===== config.mk =====
export PLATFORM = sky130hd
export DESIGN_NAME = stream_demux
export DESIGN_NICKNAME = d
export VERILOG_FILES = /design/src/rtl/stream_demux_pkg.sv /design/src/rtl/demux_fifo2.sv /design/src/rtl/stream_demux.sv
export SDC_FILE = /design/constraint.sdc
export NUM_CORES = 1
export LEC_CHECK = 0
export CELL_PAD_IN_SITES_DETAIL_PLACEMENT = 0
export CELL_PAD_IN_SITES_GLOBAL_PLACEMENT = 2
export CORE_MARGIN = 1.5
export CORE_UTILIZATION = 46
export CTS_CLUSTER_DIAMETER = 60
export DETAILED_ROUTE_END_ITERATION = 7
export DONT_BUFFER_PORTS = 1
export GPL_TIMING_DRIVEN = 0
export HOLD_SLACK_MARGIN = 0.06
export PLACE_DENSITY_LB_ADDON = 0.1
export RECOVER_POWER = 25
export REMOVE_ABC_BUFFERS = 1
export SLEW_MARGIN = 20
export SYNTH_ARGS = -nofsm -noshare
export SYNTH_HDL_FRONTEND = slang
export SYNTH_SLANG_ARGS = --single-unit

===== constraint.sdc =====
create_clock -name clk -period 4.15 [get_ports clk]
set_clock_uncertainty 0.05 [all_clocks]
set_input_delay 0.2075 -clock clk [delete_from_list [all_inputs] [get_ports clk]]
set_output_delay 0.2075 -clock clk [all_outputs]
set_load 0.02 [all_outputs]

===== src/rtl/stream_demux_pkg.sv =====
// Shared constants and helpers for the stream_demux block and its per-port FIFOs.
package stream_demux_pkg;

  localparam int QDEPTH = 2;
  localparam int CNT_W  = 16;
  localparam int PTR_W  = 1;

  // Occupancy of a 2-entry queue: 0, 1 or 2.
  typedef logic [1:0] qcnt_t;

  typedef enum logic [1:0] {
    QOP_IDLE = 2'b00,
    QOP_POP  = 2'b01,
    QOP_PUSH = 2'b10,
    QOP_BOTH = 2'b11
  } qop_e;

  function automatic qcnt_t qcnt_next(input qcnt_t cnt, input logic push, input logic pop);
    qcnt_t res;
    res = cnt;
    case (qop_e'({push, pop}))
      QOP_PUSH: res = cnt + 2'd1;
      QOP_POP:  res = cnt - 2'd1;
      default:  res = cnt;
    endcase
    return res;
  endfunction

endpackage


===== src/rtl/demux_fifo2.sv =====
// Two-entry FIFO with 1-bit wrapping pointers; push/pop are self-guarded against
// overflow/underflow and the head reads as zero while empty.
module demux_fifo2
  import stream_demux_pkg::*;
#(
  parameter int bit_size = 16
) (
  input  logic                clk,
  input  logic                rst,
  input  logic                push,
  input  logic                pop,
  input  logic [bit_size-1:0] wdata,
  output logic [bit_size-1:0] rdata,
  output logic                full,
  output logic                empty
);

  logic [bit_size-1:0] mem [QDEPTH];
  logic [PTR_W-1:0]    wr_ptr;
  logic [PTR_W-1:0]    rd_ptr;
  qcnt_t               count;
  logic                push_ok;
  logic                pop_ok;

  assign full    = (count == qcnt_t'(QDEPTH));
  assign empty   = (count == '0);
  assign push_ok = push & ~full;
  assign pop_ok  = pop & ~empty;

  always_ff @(posedge clk) begin
    if (rst) begin
      wr_ptr <= '0;
      rd_ptr <= '0;
      count  <= '0;
    end else begin
      if (push_ok) wr_ptr <= wr_ptr + 1'b1;
      if (pop_ok)  rd_ptr <= rd_ptr + 1'b1;
      count <= qcnt_next(count, push_ok, pop_ok);
    end
  end

  // Storage is left unreset: an entry is only visible once count covers it.
  always_ff @(posedge clk) begin
    if (push_ok) mem[wr_ptr] <= wdata;
  end

  assign rdata = empty ? '0 : mem[rd_ptr];

endmodule


===== src/rtl/stream_demux.sv =====
// Steers one input stream into two independently drained 2-entry queues.
// Optional pop counters cnt0/cnt1 are built when STREAM_DEMUX_CNT_EN is defined.
module stream_demux
  import stream_demux_pkg::*;
#(
  parameter int bit_size = 16
) (
  input  logic                clk,
  input  logic                rst,
  input  logic [bit_size-1:0] in_data,
  input  logic                in_sel,
  input  logic                in_valid,
  output logic                in_ready,
  output logic [bit_size-1:0] out0_data,
  output logic                out0_valid,
  input  logic                out0_ready,
  output logic [bit_size-1:0] out1_data,
  output logic                out1_valid,
  input  logic                out1_ready
`ifdef STREAM_DEMUX_CNT_EN
  ,
  output logic [CNT_W-1:0]    cnt0,
  output logic [CNT_W-1:0]    cnt1
`endif
);

  logic full0, full1;
  logic empty0, empty1;
  logic accept;
  logic push0, push1;
  logic pop0, pop1;

  // Readiness looks only at the selected queue; a pop this cycle does not free space early.
  assign in_ready = in_sel ? ~full1 : ~full0;
  assign accept   = in_valid & in_ready;
  assign push0    = accept & ~in_sel;
  assign push1    = accept &  in_sel;

  assign out0_valid = ~empty0;
  assign out1_valid = ~empty1;
  assign pop0       = out0_valid & out0_ready;
  assign pop1       = out1_valid & out1_ready;

  demux_fifo2 #(.bit_size(bit_size)) u_fifo0 (
    .clk   (clk),
    .rst   (rst),
    .push  (push0),
    .pop   (pop0),
    .wdata (in_data),
    .rdata (out0_data),
    .full  (full0),
    .empty (empty0)
  );

  demux_fifo2 #(.bit_size(bit_size)) u_fifo1 (
    .clk   (clk),
    .rst   (rst),
    .push  (push1),
    .pop   (pop1),
    .wdata (in_data),
    .rdata (out1_data),
    .full  (full1),
    .empty (empty1)
  );

`ifdef STREAM_DEMUX_CNT_EN
  // Free-running pop counters; natural modulo-2^CNT_W wrap.
  always_ff @(posedge clk) begin
    if (rst) begin
      cnt0 <= '0;
      cnt1 <= '0;
    end else begin
      if (pop0) cnt0 <= cnt0 + 1'b1;
      if (pop1) cnt1 <= cnt1 + 1'b1;
    end
  end
`endif

endmodule


==> key figures, run 1 <==
Status
  • Status: complete, no violations

Clock tree
  • Resize count post-CTS: 0
  • Clock Latency Late Sink: 0.34 ns
  • CTS tree: done
  • Htree depth: 3
  • Cts bufs inserted: 9
  • Sink Count: 74
  • CTS Root Cell: clkbuf_8
  • Hold buffer count at CTS: 17
  • Clk buf depth: 2
  • Clk pin slew, worst setup/hold paths: 0.08 ns
  • Setup Buffers After CTS: 0

Synthesis
  • Post-synthesis cell count: 195
  • Synth Area per Inst: 14.8 um^2
  • Register bit total from synthesis: 74
  • Synth warn: 0
  • Seq/Total Area, Yosys: 73.8%
  • Synth unique cells: 19
  • Mapped cell area: 0.00288 mm^2

Cells and area
  • Multi-input logic area: 691 um^2
  • Commonest cells after routing, fill and taps aside: edfxtp_1, nor2_1, mux2i_1
  • Final nets: 242
  • Number of diodes: 0
  • P&R area growth vs syn: 17.1%
  • Non-Filler Instances: 298
  • Most common cell after layout, fill and taps aside: edfxtp_1
  • Register Area: 0.00212 mm^2
  • Fill cell count: 483
  • Share of cells above drive strength 1: 10.8%

Worst setup path
  • Worst setup EP type: output port
  • Max FO, Critical Path: 16
  • WS Path Type: reg2out
  • Worst path cell trace: mux2i_1 > nor2_1
  • Slowest cell on crit path: dfxtp_1
  • CP top delay family: flip-flops
  • CP peak stage delay: 1.03 ns
  • Crit path required time: 3.89 ns
  • CP bufs+invs: 0
  • WP data arrival: 1.94 ns
  • Crit path launch type: register

GRT
  • Pin count of the biggest net entering global routing: 18
  • Vias in the first global route: 1525
  • Global-route wire length before repair: 7620 um
  • GR Overflow Total: 0
  • Total track usage: 17.0%
  • Initial antenna violation count: 0

Pwr
  • Switching share of power: 35.6%
  • Peak VDD IR: 0.390 mV
  • Register share of total power: 45.0%
  • Leakage power: 1.14 nW
  • Int Pwr: 1.41 mW
  • PwrDens: 648 mW/mm^2
  • Clk pwr share: 27.1%
  • Switching power: 0.777 mW
  • Combinational power share: 27.8%

Detailed routing
  • DRT Pass-1 Iters: 4
  • Residual DRC: 0
  • Total Routed Length: 5160 um
  • Iteration-0 DRC Markers: 65
  • Final ANT Viol Nets: 0
  • Via count: 1531
  • Vias/cell: 5.14
  • Routed wire length per instance: 17.3 um

Placed design
  • Placed Cells: 265
  • PortBufs: 0
  • Placer Congestion: 0.692
  • Final HPWL DP: 3190 um

STA
  • Hold_ws: 0.109 ns
  • Highest clock rate: 0.455 GHz
  • Setup TNS: 0 ns
  • Final setup viols: 0
  • Relative slew slack: 28.6%
  • Tmin final: 2.20 ns
  • RSZ-0062 raised after global routing: no
  • Final Hold Vio Count: 0
  • Final period util: 52.9%
  • Tightest Pin Transition: 1.07 ns
  • Slew Viols, Final: 0

Job
  • Max-cap viol count: 0

Die
  • Die area: 0.00674 mm^2
  • Core Area: 0.00599 mm^2
  • Height of the die: 82.1 um
  • Cell Rows: 28
  • Die Width: 82.1 um
  • Initial Util: 48.0%
  • Num ports: 57

Worst hold path
  • HP Class: in2reg
final timing paths:
check	startpoint	to	slack (ns)	cells after the start
worst max-delay path	register	out1_data[0]	1.95	2
worst max register to register	u_fifo1.count[0]$_SDFFE_PP0P_	u_fifo1.mem[0][11]$_DFFE_PP_	2.17	3
worst min-delay path	in_sel	u_fifo1.wr_ptr$_SDFFE_PP0N_	0.11	3
worst min register to register	u_fifo0.wr_ptr$_SDFFE_PP0N_	u_fifo0.wr_ptr$_SDFFE_PP0N_	0.44	2
through the flow:
stage | power, mW | worst slack, ns | utilization [%] | cell area (um^2)
3_5_place_dp | 1.60 | 2.19 | 49.8 | 2980
5_1_grt | 2.28 | 1.80 | 56.2 | 3370
4_1_cts | 2.21 | 1.89 | 56.2 | 3370
2_1_floorplan | 1.44 | 2.23 | - | 2830
3_3_place_gp | 1.56 | 1.65 | 48.9 | 2930
6_report | 2.18 | 1.95 | 56.2 | 3370
power by group through the flow:
stage / sequential, mW / combinational, mW / clock [mW]
3_3_place_gp: 0.996 / 0.564 / 0
2_1_floorplan: 0.969 / 0.469 / 0
5_1_grt: 0.996 / 0.659 / 0.630
3_5_place_dp: 1.00 / 0.601 / 0
4_1_cts: 0.987 / 0.622 / 0.602
6_report: 0.984 / 0.608 / 0.592
sequential cells by signal, indices dropped and copies added (netlist names), named ones only:
| name | cells |
|---|---|
| u_fifo1.rd_ptr | 1 |
| u_fifo0.wr_ptr | 1 |
| u_fifo1.mem | 32 |
| u_fifo0.rd_ptr | 1 |
| u_fifo1.count | 2 |
| u_fifo0.count | 2 |
| u_fifo1.wr_ptr | 1 |
| u_fifo0.mem | 32 |
final cells by class:
type | count | share of cell area, %
clock inverter | 7 | 2.78
sequential | 74 | 63.0
tap | 75 | 2.78
clock buffer | 9 | 3.68
inverter | 8 | 0.891
multi-input combinational | 105 | 20.5
timing repair buffer | 20 | 6.39
metal layers:
layer | up-vias | global-route usage (%) | wire length, um
met5 | - | 0 | 0
met4 | 0 | 9.15 | 89
met3 | 10 | 5.22 | 283
met2 | 47 | 28.6 | 2640
met1 | 738 | 19.3 | 2150
li1 | 736 | - | -
cell usage after synthesis:
cell	n	share of area, %
clkbuf_2	1	0.17
nor2_1	43	5.6
dfxtp_1	10	7.0
nand2b_1	3	0.65
nor2b_1	2	0.43
xor2_1	4	1.2
clkbuf_1	1	0.13
or2_2	1	0.22
buf_4	2	0.52
or3_1	4	0.87
inv_1	8	1.0
xnor2_1	2	0.61
o21ai_0	6	1.0
nand2_1	1	0.13
a21oi_1	5	0.87
buf_2	4	0.70
mux2i_1	32	11
edfxtp_1	64	67
ha_1	2	0.87
cell families (layout without fill, tap and decap cells):
logic type	count (synthesis)	after routing	synth area share, %
flip-flops	74	74	73.8
AND/OR/NAND/NOR	54	54	7.92
multiplexers	32	32	11.1
buffers and inverters	16	44	2.57
AO/OA/AOI/OAI	11	11	1.91
XOR/XNOR	6	6	1.83
adder cells (fa/ha/maj)	2	2	0.870
tightest hold or removal path: stages:
cell	delay, ns
nand2_1	0.06
or3_1	0.12
a21oi_1	0.06
(Power assumes the default switching activity.)
==> inputs of run 2 (changes only) <==
Settings changed: CORE_UTILIZATION 46 to 39.
Clock period 4.15 ns to 2.02 ns, I/O delays scaled along.
==> key figures, run 2 (synthesis gave the netlist of run 1 again) <==
Worst setup path
  • Crit path launch type: register
  • Max FO, Critical Path: 11
  • Crit path required time: 2.00 ns
  • WS Path Type: reg2reg
  • WP data arrival: 1.79 ns
  • Worst setup EP type: register

Die
  • Core Area: 0.00718 mm^2
  • Initial Util: 40.1%
  • Cell Rows: 31
  • Height of the die: 88.9 um
  • Die area: 0.00790 mm^2
  • Die Width: 88.9 um
  • Num ports: 57

Detailed routing
  • Routed wire length per instance: 16.8 um
  • Final ANT Viol Nets: 0
  • Total Routed Length: 5520 um
  • Vias/cell: 4.79
  • Via count: 1571
  • Iteration-0 DRC Markers: 53
  • DRT Pass-1 Iters: 3
  • Residual DRC: 0

Placed design
  • DP Area: 0.00303 mm^2
  • PortBufs: 0
  • Placed Cells: 290
  • Placer Congestion: 0.755
  • Final HPWL DP: 3530 um

GRT
  • Vias in the first global route: 1554
  • Pin count of the biggest net entering global routing: 17
  • Initial antenna violation count: 0
  • Total track usage: 14.6%
  • GR Overflow Total: 0
  • Global-route wire length before repair: 7940 um

Pwr
  • Switching share of power: 35.1%
  • Int Pwr: 2.93 mW
  • PwrDens: 1300 mW/mm^2
  • Combinational power share: 29.1%
  • Leakage power: 1.16 nW
  • Register share of total power: 45.0%
  • Switching power: 1.58 mW
  • Peak VDD IR: 0.541 mV
  • Clk pwr share: 25.9%

Cells and area
  • Largest regs: u_fifo0.mem: 32 flops, u_fifo1.mem: 32 flops
  • P&R area growth vs syn: 20.5%
  • Non-Filler Instances: 328
  • Number of diodes: 0
  • Most common cell after layout, fill and taps aside: edfxtp_1
  • Final nets: 248
  • Fill cell count: 635
  • Commonest cells after routing, fill and taps aside: edfxtp_1, nor2_1, mux2i_1
  • Share of cells above drive strength 1: 11.8%
  • Final Instance Area: 0.00347 mm^2

Clock tree
  • Clk buf depth: 2
  • CTS Root Cell: clkbuf_8
  • Cts bufs inserted: 9
  • Clk pin slew, worst setup/hold paths: 0.07 ns
  • Setup Buffers After CTS: 0
  • Sink Count: 74
  • CTS tree: done
  • Htree depth: 3
  • Clock Latency Late Sink: 0.32 ns

STA
  • Slew Viols, Final: 0
  • Final setup viols: 0
  • Highest clock rate: 0.553 GHz
  • Final Hold Vio Count: 0
  • Tmin final: 1.81 ns
  • Relative slew slack: 58.9%
  • Tightest Pin Transition: 0.616 ns
  • RSZ-0062 raised after global routing: no
  • Final period util: 89.5%
  • Hold_ws: 0.286 ns

Status
  • Status: complete, no violations

Worst hold path
  • HP Class: in2out

Job
  • Max-cap viol count: 0
## run 2: changes by cell type in the layout (fill, tap and decap cells not counted), sizes merged
cell	previous run	this run
dlygate4sd3	17	22
buf	3	4
clkbuf	9	10
clkinvlp	2	3
inv	8	6
## run 2: metrics by stage
step / util (%) / setup WS, ns / setup TNS [ns] / power [mW]
2_1_floorplan: - / 0.102 / 0 / 2.95
3_3_place_gp: 41.2 / -0.521 / -14.77 / 3.23
3_5_place_dp: 42.2 / 0.0596 / 0 / 3.36
4_1_cts: 48.2 / 0.0475 / 0 / 4.58
5_1_grt: 48.3 / 0.0785 / 0 / 4.76
6_report: 48.3 / 0.211 / 0 / 4.52
## run 2: power groups by stage
stage	combinational (mW)	sequential (mW)	clock (mW)
final	1.32	2.03	1.17
after detailed placement	1.29	2.07	0
after CTS	1.34	2.04	1.21
after global placement	1.18	2.05	0
after global routing	1.42	2.05	1.28
after floorplan	0.964	1.99	0
## run 2: critical path: stages, from the launching register on
cell	delay, ns
dfxtp_1	0.45
nor2b_1	0.11
or2_2	0.33
nor2_2	0.35
buf_8	0.22
## run 2: worst paths after layout
path,to,slack [ns],cells past startpoint,start
worst max-delay path,u_fifo1.mem[1][7]$_DFFE_PP_,0.21,4,u_fifo1.count[0]$_SDFFE_PP0P_
worst min-delay path,in_ready,0.29,1,in_sel
worst max register to register,u_fifo1.mem[1][7]$_DFFE_PP_,0.21,4,u_fifo1.count[0]$_SDFFE_PP0P_
worst min register to register,u_fifo0.wr_ptr$_SDFFE_PP0N_,0.45,2,u_fifo0.wr_ptr$_SDFFE_PP0N_
## run 2: cell type report
| type | count | area (um^2) | share of cell area [%] |
|---|---|---|---|
| flip-flops and latches | 74 | 2120 | 61.3 |
| multi-input cells | 105 | 691 | 19.9 |
| repair buffers | 26 | 280 | 8.09 |
| clock buffers | 10 | 128 | 3.68 |
| well taps | 99 | 124 | 3.57 |
| clock inverters | 6 | 81.3 | 2.35 |
| inverters | 8 | 37.5 | 1.08 |
## run 2: metal layers
layer | global-route usage [%] | wire, um | vias up
met4 | 7.81 | 87 | 0
met3 | 4.38 | 280 | 9
met5 | 0 | 0 | -
li1 | - | - | 752
met2 | 24.3 | 2780 | 41
met1 | 16.8 | 2370 | 769
## run 2: timing repair
item	4_1_cts	5_1_grt
endpoints found under the setup margin	32	24
pin swaps	0	0
hold buffers	22	0
hold endpoints to repair	74	0
gates resized for setup	2	2
==> inputs of run 3 (changes only) <==
Settings changed: REMOVE_ABC_BUFFERS 1 to default.
==> key figures, run 3 (synthesis gave the netlist of run 1 again) <==
Worst setup path
  • Worst r2r path cells: 5
  • CP top delay family: simple AND/OR/NAND/NOR gates
  • Worst setup EP type: register
  • Crit path required time: 2.22 ns
  • Worst R2R Setup Slack: 0.13 ns
  • CP peak stage delay: 0.43 ns
  • Worst path cell trace: nor2b_1 > or2_2 > ha_1 > or3_1 > a21oi_1
  • CP bufs+invs: 0
  • R2R Path Start: u_fifo1.count[0]$_SDFFE_PP0P_
  • WS Path Type: reg2reg
  • Crit path launch type: register
  • Max FO, Critical Path: 5
  • WP data arrival: 2.09 ns
  • R2R Path End: u_fifo1.count[1]$_SDFFE_PP0P_
  • Slowest cell on crit path: dfxtp_1

STA
  • Tmin final: 1.89 ns
  • Setup TNS: 0 ns
  • Final period util: 93.4%
  • RSZ-0062 raised after global routing: no
  • Tightest Pin Transition: 0.512 ns
  • Worst Slack Setup Final: 0.133 ns
  • Final setup viols: 0
  • Relative slew slack: 65.8%
  • Slew Viols, Final: 0
  • Final Hold Vio Count: 0
  • Highest clock rate: 0.530 GHz

Placed design
  • Placer Congestion: 0.685
  • PortBufs: 0
  • Placed Cells: 296
  • DP Area: 0.00303 mm^2
  • Worst slack, placed: 0.0817 ns
  • Final HPWL DP: 3610 um

Pwr
  • Leakage power: 1.20 nW
  • Peak VDD IR: 0.518 mV
  • Design Power: 4.84 mW
  • PwrDens: 1370 mW/mm^2

Cells and area
  • Fill cell count: 623
  • Non-Filler Instances: 333
  • Largest regs: u_fifo0.mem: 32 flops, u_fifo1.mem: 32 flops
  • Share of cells above drive strength 1: 13.2%
  • Final Instance Area: 0.00353 mm^2
  • Final nets: 253
  • Commonest cells after routing, fill and taps aside: edfxtp_1, nor2_1, mux2i_1
  • Most common cell after layout, fill and taps aside: edfxtp_1
  • P&R area growth vs syn: 22.9%
  • Number of diodes: 0

Job
  • Max-cap viol count: 0

GRT
  • Global-route wire length before repair: 8220 um
  • Pin count of the biggest net entering global routing: 17
  • GR Overflow Total: 0
  • Total track usage: 15.3%
  • Initial antenna violation count: 0
  • Vias in the first global route: 1596

Detailed routing
  • Vias/cell: 4.84
  • Final ANT Viol Nets: 0
  • DRT Pass-1 Iters: 4
  • Iteration-0 DRC Markers: 73
  • Total Routed Length: 5780 um
  • Residual DRC: 0
  • Via count: 1613
  • Routed wire length per instance: 17.4 um

Clock tree
  • Clock Latency Late Sink: 0.33 ns
  • Cts bufs inserted: 9
  • Sink Count: 74
  • CTS tree: done
  • Setup Buffers After CTS: 0
  • CTS Root Cell: clkbuf_8
  • Clk pin slew, worst setup/hold paths: 0.07 ns
  • Htree depth: 3
  • Clk buf depth: 2

Die
  • Height of the die: 88.9 um
  • Core Area: 0.00718 mm^2
  • Cell Rows: 31
  • Num ports: 57
  • Die area: 0.00790 mm^2
  • Initial Util: 40.1%
  • Die Width: 88.9 um

Worst hold path
  • Origin of the worst min-delay path: rst
  • HP Class: in2reg
  • Hold Path End: u_fifo1.rd_ptr$_SDFFE_PP0P_
  • Hold Crit Depth: 2

Status
  • Status: complete, no violations

Synthesis
  • Syn nets: 219
run 3: timing repair:
item                                    4_1_cts  5_1_grt
gates cloned                                  0        0
hold endpoints to repair                     70        0
hold buffers                                 21        0
endpoints found under the setup margin       16       38
resized for setup                             2        3
run 3: worst reg2reg max path, cell delays in order (launching register included):
cell and delay, ns:
dfxtp_1 0.43, nor2b_1 0.12, or2_2 0.35, ha_1 0.32
or3_1 0.37, a21oi_1 0.17
run 3: worst max-delay path by stage:
stage                                   from                            end  slack [ns]  depth (start not counted)
2_1_floorplan  u_fifo1.count[0]$_SDFFE_PP0P_    u_fifo1.mem[1][0]$_DFFE_PP_        0.10                          3
3_3_place_gp   u_fifo1.count[0]$_SDFFE_PP0P_   u_fifo1.mem[1][10]$_DFFE_PP_       -0.54                          3
3_5_place_dp   u_fifo0.count[0]$_SDFFE_PP0P_    u_fifo0.mem[0][0]$_DFFE_PP_        0.08                          4
4_1_cts        u_fifo0.count[0]$_SDFFE_PP0P_   u_fifo0.mem[0][14]$_DFFE_PP_        0.06                          4
5_1_grt        u_fifo0.count[0]$_SDFFE_PP0P_                  out0_data[11]        0.02                          4
6_report       u_fifo1.count[0]$_SDFFE_PP0P_  u_fifo1.count[1]$_SDFFE_PP0P_        0.13                          5
run 3: power breakdown:
part	leakage (nW)	internal [mW]	switching [mW]
registers	0.669	1.81	0.0577
logic	0.391	0.402	1.05
clock network	0.137	1.01	0.500
run 3: per-stage QoR:
stage / hold WS, ns / util (%)
after floorplan: 0.150 / -
after global placement: 0.150 / 41.8
after detailed placement: 0.150 / 42.2
after CTS: 0.0993 / 49.1
after global routing: 0.138 / 49.3
final: 0.116 / 49.3
run 3: final cells by class:
class / count / area (um^2) / share of cell area, %
multi-input combinational: 105 / 696 / 19.7
sequential: 74 / 2120 / 60.0
timing repair buffer: 23 / 236 / 6.69
clock buffer: 11 / 151 / 4.28
inverter: 8 / 37.5 / 1.06
tap: 99 / 124 / 3.50
buffer: 8 / 43.8 / 1.24
clock inverter: 5 / 124 / 3.50
run 3: layer usage:
layer / vias up / global-route usage (%) / part of all wire (%)
met5: - / 0 / 0
li1: 761 / - / -
met3: 7 / 3.45 / 4.9
met4: 0 / 8.52 / 1.3
met1: 806 / 16.9 / 41
met2: 39 / 27.1 / 53
